--- config.mk ---
export PLATFORM = sky130hd
export DESIGN_NAME = spi_io_master
export DESIGN_NICKNAME = d
export VERILOG_FILES = /design/src/rtl/spi_io_master.sv
export SDC_FILE = /design/constraint.sdc
export NUM_CORES = 1
export LEC_CHECK = 0
export CAP_MARGIN = 30
export CORE_ASPECT_RATIO = 0.75
export CORE_UTILIZATION = 55
export CTS_BUF_LIST = sky130_fd_sc_hd__clkbuf_2 sky130_fd_sc_hd__clkbuf_4 sky130_fd_sc_hd__clkbuf_8
export CTS_CLUSTER_DIAMETER = 150
export CTS_CLUSTER_SIZE = 40
export DETAILED_ROUTE_END_ITERATION = 7
export PLACE_DENSITY_LB_ADDON = 0.05
export SLEW_MARGIN = 30
export SYNTH_ARGS = -nofsm -noshare
export SYNTH_HDL_FRONTEND = slang
export SYNTH_SLANG_ARGS = --single-unit
--- constraint.sdc ---
create_clock -name clk -period 2.05 [get_ports clk]
set_input_delay 0.41 -clock clk [delete_from_list [all_inputs] [get_ports clk]]
set_output_delay 0.41 -clock clk [all_outputs]
set_load 0.005 [all_outputs]
--- src/rtl/spi_io_master.sv ---
// rtl/spi_io_master.sv - byte-wide SPI mode-0 master driving the core IO-controller bus
`timescale 1ns/1ps
module spi_io_master #(
  parameter int unsigned CLK_DIV = 3
) (
  input  logic       clk,
  input  logic       reset_n,
  input  logic       tx_valid,
  input  logic [7:0] tx_data,
  output logic       tx_ready,
  output logic       rx_valid,
  output logic [7:0] rx_data,
  output logic       busy,
  input  logic       cs_we,
  input  logic [3:0] cs_sel,
  output logic       SPI_SCK,
  output logic       SPI_DI,
  input  logic       SPI_DO,
  output logic       CONF_DATA0,
  output logic       SPI_SS2,
  output logic       SPI_SS3,
  output logic       SPI_SS4
);

  // Below 3 the DO synchronizer leaves no settle cycle before sampling.
  if (CLK_DIV < 3 || CLK_DIV > 255) begin : g_bad_clk_div
    $error("spi_io_master: CLK_DIV must be within 3..255");
  end

  typedef enum logic [1:0] {
    ST_IDLE,
    ST_LOW,
    ST_HIGH
  } state_t;

  localparam logic [7:0] PHASE_LAST = 8'(CLK_DIV - 1);

  state_t      state_q, state_d;
  logic [7:0]  phase_q;
  logic [2:0]  bit_q;
  logic [6:0]  tx_sr_q;
  logic [7:0]  rx_sr_q;
  logic [7:0]  rx_data_q;
  logic [1:0]  do_sync_q;
  logic        sck_q;
  logic        di_q;
  logic        rx_valid_q;
  logic [3:0]  cs_q;
  logic [3:0]  pend_q;
  logic        pend_valid_q;
  logic        phase_last;
  logic        done;
  logic        cs_req;

  assign phase_last = (phase_q == PHASE_LAST);
  assign done       = (state_q == ST_HIGH) && phase_last && (bit_q == 3'd0);
  // Multi-hot requests are dropped outright, never latched as pending.
  assign cs_req     = cs_we && $onehot0(cs_sel);

  // Next-state decode: each half-period lasts CLK_DIV cycles.
  always_comb begin
    state_d = state_q;
    case (state_q)
      ST_IDLE: if (tx_valid) state_d = ST_LOW;
      ST_LOW:  if (phase_last) state_d = ST_HIGH;
      ST_HIGH: if (phase_last) state_d = (bit_q == 3'd0) ? ST_IDLE : ST_LOW;
      default: state_d = ST_IDLE;
    endcase
  end

  // Two-flop synchronizer for the asynchronous slave data line.
  always_ff @(posedge clk or negedge reset_n) begin
    if (!reset_n) do_sync_q <= 2'b00;
    else          do_sync_q <= {do_sync_q[0], SPI_DO};
  end

  // State, phase timer, registered SCK and the tx/rx shift datapath.
  always_ff @(posedge clk or negedge reset_n) begin
    if (!reset_n) begin
      state_q    <= ST_IDLE;
      phase_q    <= 8'd0;
      bit_q      <= 3'd0;
      tx_sr_q    <= 7'd0;
      rx_sr_q    <= 8'd0;
      rx_data_q  <= 8'd0;
      sck_q      <= 1'b0;
      di_q       <= 1'b0;
      rx_valid_q <= 1'b0;
    end else begin
      state_q    <= state_d;
      phase_q    <= (state_q == ST_IDLE || state_d != state_q) ? 8'd0 : phase_q + 8'd1;
      sck_q      <= (state_d == ST_HIGH);
      rx_valid_q <= 1'b0;
      case (state_q)
        ST_IDLE: begin
          if (tx_valid) begin
            tx_sr_q <= tx_data[6:0];
            di_q    <= tx_data[7];
            bit_q   <= 3'd7;
          end else begin
            di_q    <= 1'b0;
          end
        end
        ST_LOW: begin
          if (phase_last) rx_sr_q <= {rx_sr_q[6:0], do_sync_q[1]};
        end
        ST_HIGH: begin
          if (phase_last) begin
            if (bit_q != 3'd0) begin
              bit_q   <= bit_q - 3'd1;
              di_q    <= tx_sr_q[6];
              tx_sr_q <= {tx_sr_q[5:0], 1'b0};
            end else begin
              di_q       <= 1'b0;
              rx_valid_q <= 1'b1;
              rx_data_q  <= rx_sr_q;
            end
          end
        end
        default: ;
      endcase
    end
  end

  // Select register: immediate when idle, deferred to the completion edge when busy.
  always_ff @(posedge clk or negedge reset_n) begin
    if (!reset_n) begin
      cs_q         <= 4'b0000;
      pend_q       <= 4'b0000;
      pend_valid_q <= 1'b0;
    end else if (state_q == ST_IDLE) begin
      if (cs_req) cs_q <= cs_sel;
    end else if (done) begin
      if (cs_req)            cs_q <= cs_sel;
      else if (pend_valid_q) cs_q <= pend_q;
      pend_valid_q <= 1'b0;
    end else if (cs_req) begin
      pend_q       <= cs_sel;
      pend_valid_q <= 1'b1;
    end
  end

  assign tx_ready   = (state_q == ST_IDLE);
  assign busy       = !tx_ready;
  assign rx_valid   = rx_valid_q;
  assign rx_data    = rx_data_q;
  assign SPI_SCK    = sck_q;
  assign SPI_DI     = di_q;
  assign CONF_DATA0 = !cs_q[0];
  assign SPI_SS2    = !cs_q[1];
  assign SPI_SS3    = !cs_q[2];
  assign SPI_SS4    = !cs_q[3];

endmodule
==> After elaboration in Yosys (flattened, before gate mapping) <==
Cells that the tools add are included.
{ "word_totals": {"regBits": 50, "wordCells": 82} }
{ "classes": {"add_sub_neg": 5, "order_cmp": 1, "n_eq_ne": 9, "muxes": 28, "bitwise_logic": 3, "reduce_logical": 23} }
{ "ops": {"columns": ["op", "n"], "rows": [
  ["two-way mux 7 bit", 3],
  ["two-way mux 4 bit", 5],
  ["case mux 7 bit (2 select lines)", 1],
  ["two-way mux 1 bit", 9],
  ["two-way mux 3 bit", 3],
  ["AND reduction 3 bit", 3],
  ["adder 8 x 1 -> 8 bit, second input constant", 1],
  ["== test 8 x 2 -> 1 bit, second input constant", 1],
  ["two-way mux 8 bit", 1],
  ["nonzero test 2 bit", 4],
  ["two-way mux 2 bit", 3],
  ["case mux 2 bit (3 select lines)", 1],
  ["case mux 3 bit (2 select lines)", 1],
  ["AND reduction 2 bit", 3],
  ["zero test 1 bit", 5],
  ["adder 1 x 1 -> 2 bit", 2],
  ["== test 2 bit, second input constant", 2],
  ["inequality test 2 x 1 -> 1 bit, second input constant", 2],
  ["inequality test 2 bit, second input constant", 2],
  ["AND reduction 4 bit", 1],
  ["adder 2 x 2 -> 3 bit", 1],
  ["less-or-equal comparator 3 x 1 -> 1 bit, second input constant", 1],
  ["logical AND 1 bit", 3],
  ["zero test 3 bit", 1],
  ["8 further kinds", 10]
]} }

==> Longest topological paths before layout <==
Gate-level depths: netlist of run 1.
{ "logic_depth": {"depth_word": 7, "ltp_mapped": 7, "ltp_nobuf": 6} }

==> Least setup slack after synthesis of run 1 <==
No wires, ideal clock.
{ "synth_timing": {"path_kind": "input to register", "startpoint": "in cs_sel[0]", "endpoint": "reg pend_q[0]", "setup_ps": 125, "arrival_ps": 1689, "required_ps": 1925, "slack_ps": 236, "cell_stages": 6, "path_cell_list": "inv_1 -> fa_1 -> nor2b_1 -> nor3_1 -> nand2_4 -> mux2_2"} }
{ "synth_between": {"elab_chain_len": 5} }
{ "synth_rtl": {"columns": ["item", "line", "rtl"], "rows": [
  ["start, declared", "15", "input logic [3:0] cs_sel,"],
  ["adder 1 x 1 -> 2 bit (implied by the code)", "58", "assign cs_req = cs_we && $onehot0(cs_sel);"],
  ["adder 2 x 2 -> 3 bit (implied by the code)", "58", null],
  ["less-or-equal comparator 3 x 1 -> 1 bit (implied by the code)", "58", null],
  ["logical AND 1 bit", "58", null],
  ["AND reduction 3 bit (no source line)", null, null],
  ["end signal, assigned", "138", "pend_q <= cs_sel;"],
  ["end, declared", "49", "logic [3:0] pend_q;"]
]} }
Parallel ways exist; a longest one is shown, timed or not.
A chain may end at the register's enable or synchronous reset.

==> Final worst setup path of run 1 <==
{ "layout_timing": {"startpoint": "in cs_sel[0]", "endpoint": "reg pend_q[1]"} }
{ "layout_between": {"elab_chain_len": 5} }
{ "layout_rtl": {"columns": ["item", "line"], "rows": [
  ["adder 1 x 1 -> 2 bit (implied by the code)", "58"],
  ["adder 2 x 2 -> 3 bit (implied by the code)", "58"],
  ["less-or-equal comparator 3 x 1 -> 1 bit (implied by the code)", "58"],
  ["logical AND 1 bit", "58"],
  ["AND reduction 3 bit (no source line)", null]
]} }
No other way between the ends.

==> impl_metrics.py, run 1 <==
metrics = {
    "run_status": {
        "status": "finished clean",
    },
    "synth": {
        "synthArstFlopShare_pct": 100,
        "syn_nets": 204,
        "synthCells": 182,
        "synth_edf_count": 0,
        "synth_most_common_cell": "dfrtp_1",
        "yosysTopAreaCell": "dfrtp_1",
        "synth_common_cells": "dfrtp_1 (50), mux2_2 (26), inv_1 (13)",
        "ys_seq_area_share_pct": 53.2,
        "netlist.area_leader.share_pct": 53.2,
        "syn-cell-area_um2": 2350,
        "ys_seq_elements": 50,
        "synth.avg_cell_area_um2": 12.9,
        "synthTopCellsByArea": "dfrtp_1 (53%), mux2_2 (12%), mux2_4 (5.1%)",
        "ys_types": 38,
        "yosys_warnings": 0,
        "ys.flop_type": "dfrtp_1",
    },
    "detailed_routing": {
        "drtAntennaViolNets": 0,
        "routedWlPerCell_um": 14.7,
        "via_per_inst": 5.24,
        "dr.pass1.iters": 4,
        "wl_mm": 4.18,
        "dr_total_vias": 1492,
        "drtIter0Drc": 62,
        "post-route-drc-count": 0,
    },
    "clock_tree": {
        "clockBufferDepth": 2,
        "cts_inserted_buffers": 5,
        "ctsHoldBuffers": 0,
        "postCtsSetupBuffers": 0,
        "cts_sinks": 50,
        "htreeDepth": 2,
        "clock-root-buffer": "clkbuf_8",
        "cts_tree": "done",
        "clock_latency_ns": 0.30,
        "path_clk_slew_ns": 0.09,
    },
    "worst_setup_path": {
        "slowest_stage": "fa_1",
        "cp_max_fo": 4,
        "reg2reg_from": "phase_q[5]$_DFF_PN0_",
        "crit_family": "buffers and inverters",
        "start_kind": "primary input",
        "cp.buffers_inverters": 2,
        "cp.arrival_ns": 2.20,
        "path_class": "primary input to register",
        "end_kind": "register",
        "cpPeakStageDelay_ns": 0.50,
        "worstSetupStartpoint": "cs_sel[0]",
        "path_cells": "clkdlybuf4s50_1, inv_1, fa_1, nor2b_4, nor3_4, nand2_4, mux2_2",
        "required_ns": 2.24,
    },
    "pwr": {
        "p_seq_share_pct": 39.1,
        "power_w": 0.00366,
        "powerDensity_nw_per_um2": 1220,
        "p_clk_share_pct": 23.0,
        "p_int_w": 0.00253,
        "ir_drop_v": 0.000733,
        "p_comb_share_pct": 37.9,
        "p_leak_nw": 1.45,
        "p_switching_w": 0.00113,
        "sw_frac_of_total_pct": 30.9,
    },
    "sta": {
        "drv_slew": 0,
        "final.min_clock_period_ns": 2.01,
        "final-setup-viol-count": 0,
        "fmax_ghz": 0.498,
        "worst_clock_skew_ns": 0.00403,
        "setup_ws_ns": 0.0408,
        "finalCritPeriodShare_pct": 98.0,
        "tightestPinTransition_ns": 0.543,
        "slew_headroom_pct": 63.5,
        "finalHoldViolations": 0,
    },
    "placed_design": {
        "preCtsSetupSlack_ns": -0.426,
        "gp_congestion": 0.848,
        "placed_area_um2": 2810,
        "io_buffers": 33,
        "dpl.cell_count": 277,
        "dp_hpwl_mm": 2.96,
    },
    "run": {
        "cap_violations": 0,
    },
    "final_layout": {
        "diodes": 0,
        "syn2layout_area_growth_pct": 27.5,
        "stdcell_area_um2": 3000,
        "final_nets": 251,
        "n_fill_cell": 258,
        "finalNonFillerCells": 285,
        "drive_gt1_share_pct": 29.6,
        "post-route-util_pct": 73.5,
    },
    "grt": {
        "grt_max_degree": 32,
        "grt_usage_pct": 20.4,
        "antenna_found_initial": 0,
        "grt_pass1_vias": 1481,
        "grt_pass1_wl_mm": 6.96,
        "overflow": 0,
    },
    "floorplanning": {
        "dieWidth_um": 77.5,
        "die_area_um2": 4540,
        "start_util_pct": 57.6,
        "coreArea_um2": 4080,
        "row_count": 20,
        "ios": 34,
        "chipHeight_um": 58.6,
    },
    "worst_hold_path": {
        "hold_class": "primary input to async pin",
    },
}
[sequential cells by signal, indices dropped and copies added, names as in the netlist]
register,flops
pend_q,4
SPI_DI,1
rx_valid,1
tx_sr_q,7
do_sync_q,2
pend_valid_q,1
bit_q,3
SPI_SCK,1
cs_q,4
rx_data,8
state_q,2
phase_q,8
rx_sr_q,8
[through the flow]
stage / hold WS [ns] / TNS, ns
floorplan: 0.114 / 0
global placement: 0.337 / -2.84
detailed placement: 0.344 / -3.46
CTS: 0.0667 / 0
global route: 0.0838 / -0.0241
finish: 0.0618 / 0
[path summary, 6_finish.rpt]
kind | depth (start not counted) | slack, ns | to
setup / recovery | 7 | 0.04 | pend_q[1]$_DFFE_PN0P_
hold / removal | 1 | 0.06 | phase_q[2]$_DFF_PN0_
setup reg to reg | 5 | 0.18 | bit_q[1]$_DFFE_PN0P_
hold reg to reg | 0 | 0.36 | do_sync_q[1]$_DFF_PN0_
max in group asynchronous | 2 | 1.47 | cs_q[3]$_DFFE_PN0P_
min in group clk | 0 | 0.36 | do_sync_q[1]$_DFF_PN0_
[what timing repair did]
item | in CTS | in global routing
endpoints found under the setup margin | 8 | 5
hold endpoints to repair | 0 | 0
pin swaps | 0 | 1
resized for setup | 5 | 6
cloned | 0 | 0
[power groups by stage]
stage               logic, W  clock network (W)  registers (W)
global placement     0.00129                  0        0.00143
CTS                  0.00136           0.000859        0.00143
finish               0.00139           0.000843        0.00143
floorplan           0.000919                  0        0.00141
global route         0.00150           0.000902        0.00146
detailed placement   0.00133                  0        0.00145
[area by class of cell]
| class | count | area (µm²) | area share (%) |
|---|---|---|---|
| flip-flops and latches | 50 | 1250 | 41.8 |
| multi-input cells | 115 | 1060 | 35.4 |
| repair buffers | 44 | 425 | 14.2 |
| clock buffers | 6 | 82.6 | 2.76 |
| well taps | 55 | 68.8 | 2.30 |
| clock inverters | 2 | 60.1 | 2.00 |
| inverters | 13 | 48.8 | 1.63 |
[cell usage in the layout, fill, tap and decap left out, drive strengths merged, types with 5 or more instances in the layout]
master	n
clkbuf	6
inv	13
clkdlybuf4s50	30
o21ai	5
buf	12
nor2	13
dfrtp	50
nand2	11
mux2	34
mux2i	8
nand3	6
[per-layer routing]
metal | GRT usage [%] | wire length, µm | up-vias
met5 | 0 | 0 | -
met4 | 8.09 | 45 | 0
met3 | 4.19 | 152 | 5
met2 | 32.7 | 1960 | 32
met1 | 27.6 | 2020 | 739
li1 | - | - | 716
[logic make-up after synthesis]
kind of cell / share of synthesized area [%]
DFF: 53.2
and+or+nand+nor: 12.4
muxes: 21.0
buffers and inverters: 3.30
AOI/OAI and AO/OA: 4.85
xor gates and xnor gates: 2.24
adders and majority gates: 2.98
(Power assumes the default switching activity.)
==> run 2, diff against run 1 <==
- DONT_BUFFER_PORTS: unset -> 1
==> impl_metrics.py, run 2 (same netlist as run 1, synthesis figures left out) <==
metrics = {
    "sta": {
        "fmax_ghz": 0.523,
        "tightestPinTransition_ns": 0.426,
        "tns_ns": 0,
        "final.min_clock_period_ns": 1.91,
        "worst_clock_skew_ns": 0.00756,
        "drv_slew": 0,
        "finalHoldViolations": 0,
        "hold_slack_ns": 0.135,
        "final-setup-viol-count": 0,
        "slew_headroom_pct": 71.4,
        "rsz0062_at_grt": "false",
        "finalCritPeriodShare_pct": 93.3,
    },
    "grt": {
        "antenna_found_initial": 0,
        "grt_pass1_vias": 1405,
        "overflow": 0,
        "grt_usage_pct": 18.9,
        "grt_max_degree": 51,
        "grt_pass1_wl_mm": 6.50,
    },
    "worst_setup_path": {
        "end_kind": "register",
        "cp.arrival_ns": 2.10,
        "cpPeakStageDelay_ns": 0.43,
        "crit_family": "simple AND/OR/NAND/NOR gates",
        "worstSetupStartpoint": "phase_q[0]$_DFF_PN0_",
        "reg2reg_from": "phase_q[0]$_DFF_PN0_",
        "path_class": "register to register",
        "start_kind": "register",
        "slowest_stage": "dfrtp_1",
        "required_ns": 2.24,
        "cp_max_fo": 8,
        "path_cells": "inv_1, ha_1, nor3b_2, a41oi_2, nor2_4, mux2_2",
        "cp.buffers_inverters": 1,
    },
    "final_layout": {
        "drive_gt1_share_pct": 30.3,
        "final_nets": 216,
        "n_fill_cell": 319,
        "layout.cells.most_common": "dfrtp_1",
        "diodes": 0,
        "seq_area_um2": 1250,
        "multi_input_area_um2": 1020,
        "finalNonFillerCells": 250,
        "layout_common_cells": "dfrtp_1 (50), mux2_2 (26), inv_1 (13)",
        "syn2layout_area_growth_pct": 10.3,
    },
    "floorplanning": {
        "row_count": 20,
        "die_area_um2": 4540,
        "dieWidth_um": 77.5,
        "ios": 34,
        "chipHeight_um": 58.6,
        "coreArea_um2": 4080,
        "start_util_pct": 57.6,
    },
    "clock_tree": {
        "cts_resized": 0,
        "cts_sinks": 50,
        "clockBufferDepth": 2,
        "cts_tree": "done",
        "ctsHoldBuffers": 2,
        "path_clk_slew_ns": 0.09,
        "clock-root-buffer": "clkbuf_8",
        "cts_inserted_buffers": 5,
        "htreeDepth": 2,
        "clock_latency_ns": 0.30,
        "postCtsSetupBuffers": 0,
    },
    "placed_design": {
        "io_buffers": 0,
        "dpl.cell_count": 240,
        "dp_hpwl_mm": 2.78,
        "gp_congestion": 0.809,
    },
    "detailed_routing": {
        "routedWlPerCell_um": 15.5,
        "via_per_inst": 5.48,
        "post-route-drc-count": 0,
        "dr_total_vias": 1370,
        "wl_mm": 3.88,
        "drtIter0Drc": 40,
        "drtAntennaViolNets": 0,
        "dr.pass1.iters": 4,
    },
    "run": {
        "cap_violations": 0,
    },
    "pwr": {
        "powerDensity_nw_per_um2": 1270,
        "ir_drop_v": 0.000736,
        "p_leak_nw": 1.28,
    },
    "run_status": {
        "status": "finished clean",
    },
    "worst_hold_path": {
        "hold_class": "primary input to register",
        "worstHoldStart": "SPI_DO",
    },
}
run 2: metal layers:
layer / GRT usage (%) / vias to the layer above / wire (µm)
met1: 24.4 / 684 / 1830
met3: 5.74 / 6 / 187
li1: - / 649 / -
met5: 0 / - / 0
met4: 7.28 / 0 / 53
met2: 30.5 / 31 / 1810
run 2: final timing paths:
check / to / slack [ns] / cells after the start
worst max-delay path: tx_sr_q[2]$_DFFE_PN0P_ / 0.14 / 6
worst min-delay path: do_sync_q[0]$_DFF_PN0_ / 0.14 / 0
worst max register to register: tx_sr_q[2]$_DFFE_PN0P_ / 0.14 / 6
worst min register to register: do_sync_q[1]$_DFF_PN0_ / 0.35 / 0
max in group asynchronous: rx_data[0]$_DFFE_PN0P_ / 1.21 / 2
min in group asynchronous: phase_q[3]$_DFF_PN0_ / 0.61 / 2
run 2: area by class of cell:
type,instances,area share [%]
timing repair buffer,9,3.47
multi-input combinational,115,39.4
clock inverter,3,1.69
sequential,50,48.3
inverter,13,1.88
clock buffer,5,2.65
tap,55,2.65
run 2: report_power, final:
part           switching, W  internal [W]
registers          0.000225       0.00127
clock network      0.000329      0.000366
logic              0.000518      0.000575
total               0.00107       0.00221
run 2: stage by stage:
| step | instance area (µm²) | utilization (%) | power, W | setup WS [ns] |
|---|---|---|---|---|
| final | 2590 | 63.6 | 0.00328 | 0.138 |
| after global routing | 2590 | 63.6 | 0.00349 | 0.0196 |
| after CTS | 2590 | 63.6 | 0.00333 | 0.122 |
| after detailed placement | 2440 | 59.9 | 0.00260 | 0.126 |
| after global placement | 2440 | 59.9 | 0.00253 | 0.187 |
| after floorplan | 2350 | - | 0.00233 | 0.236 |
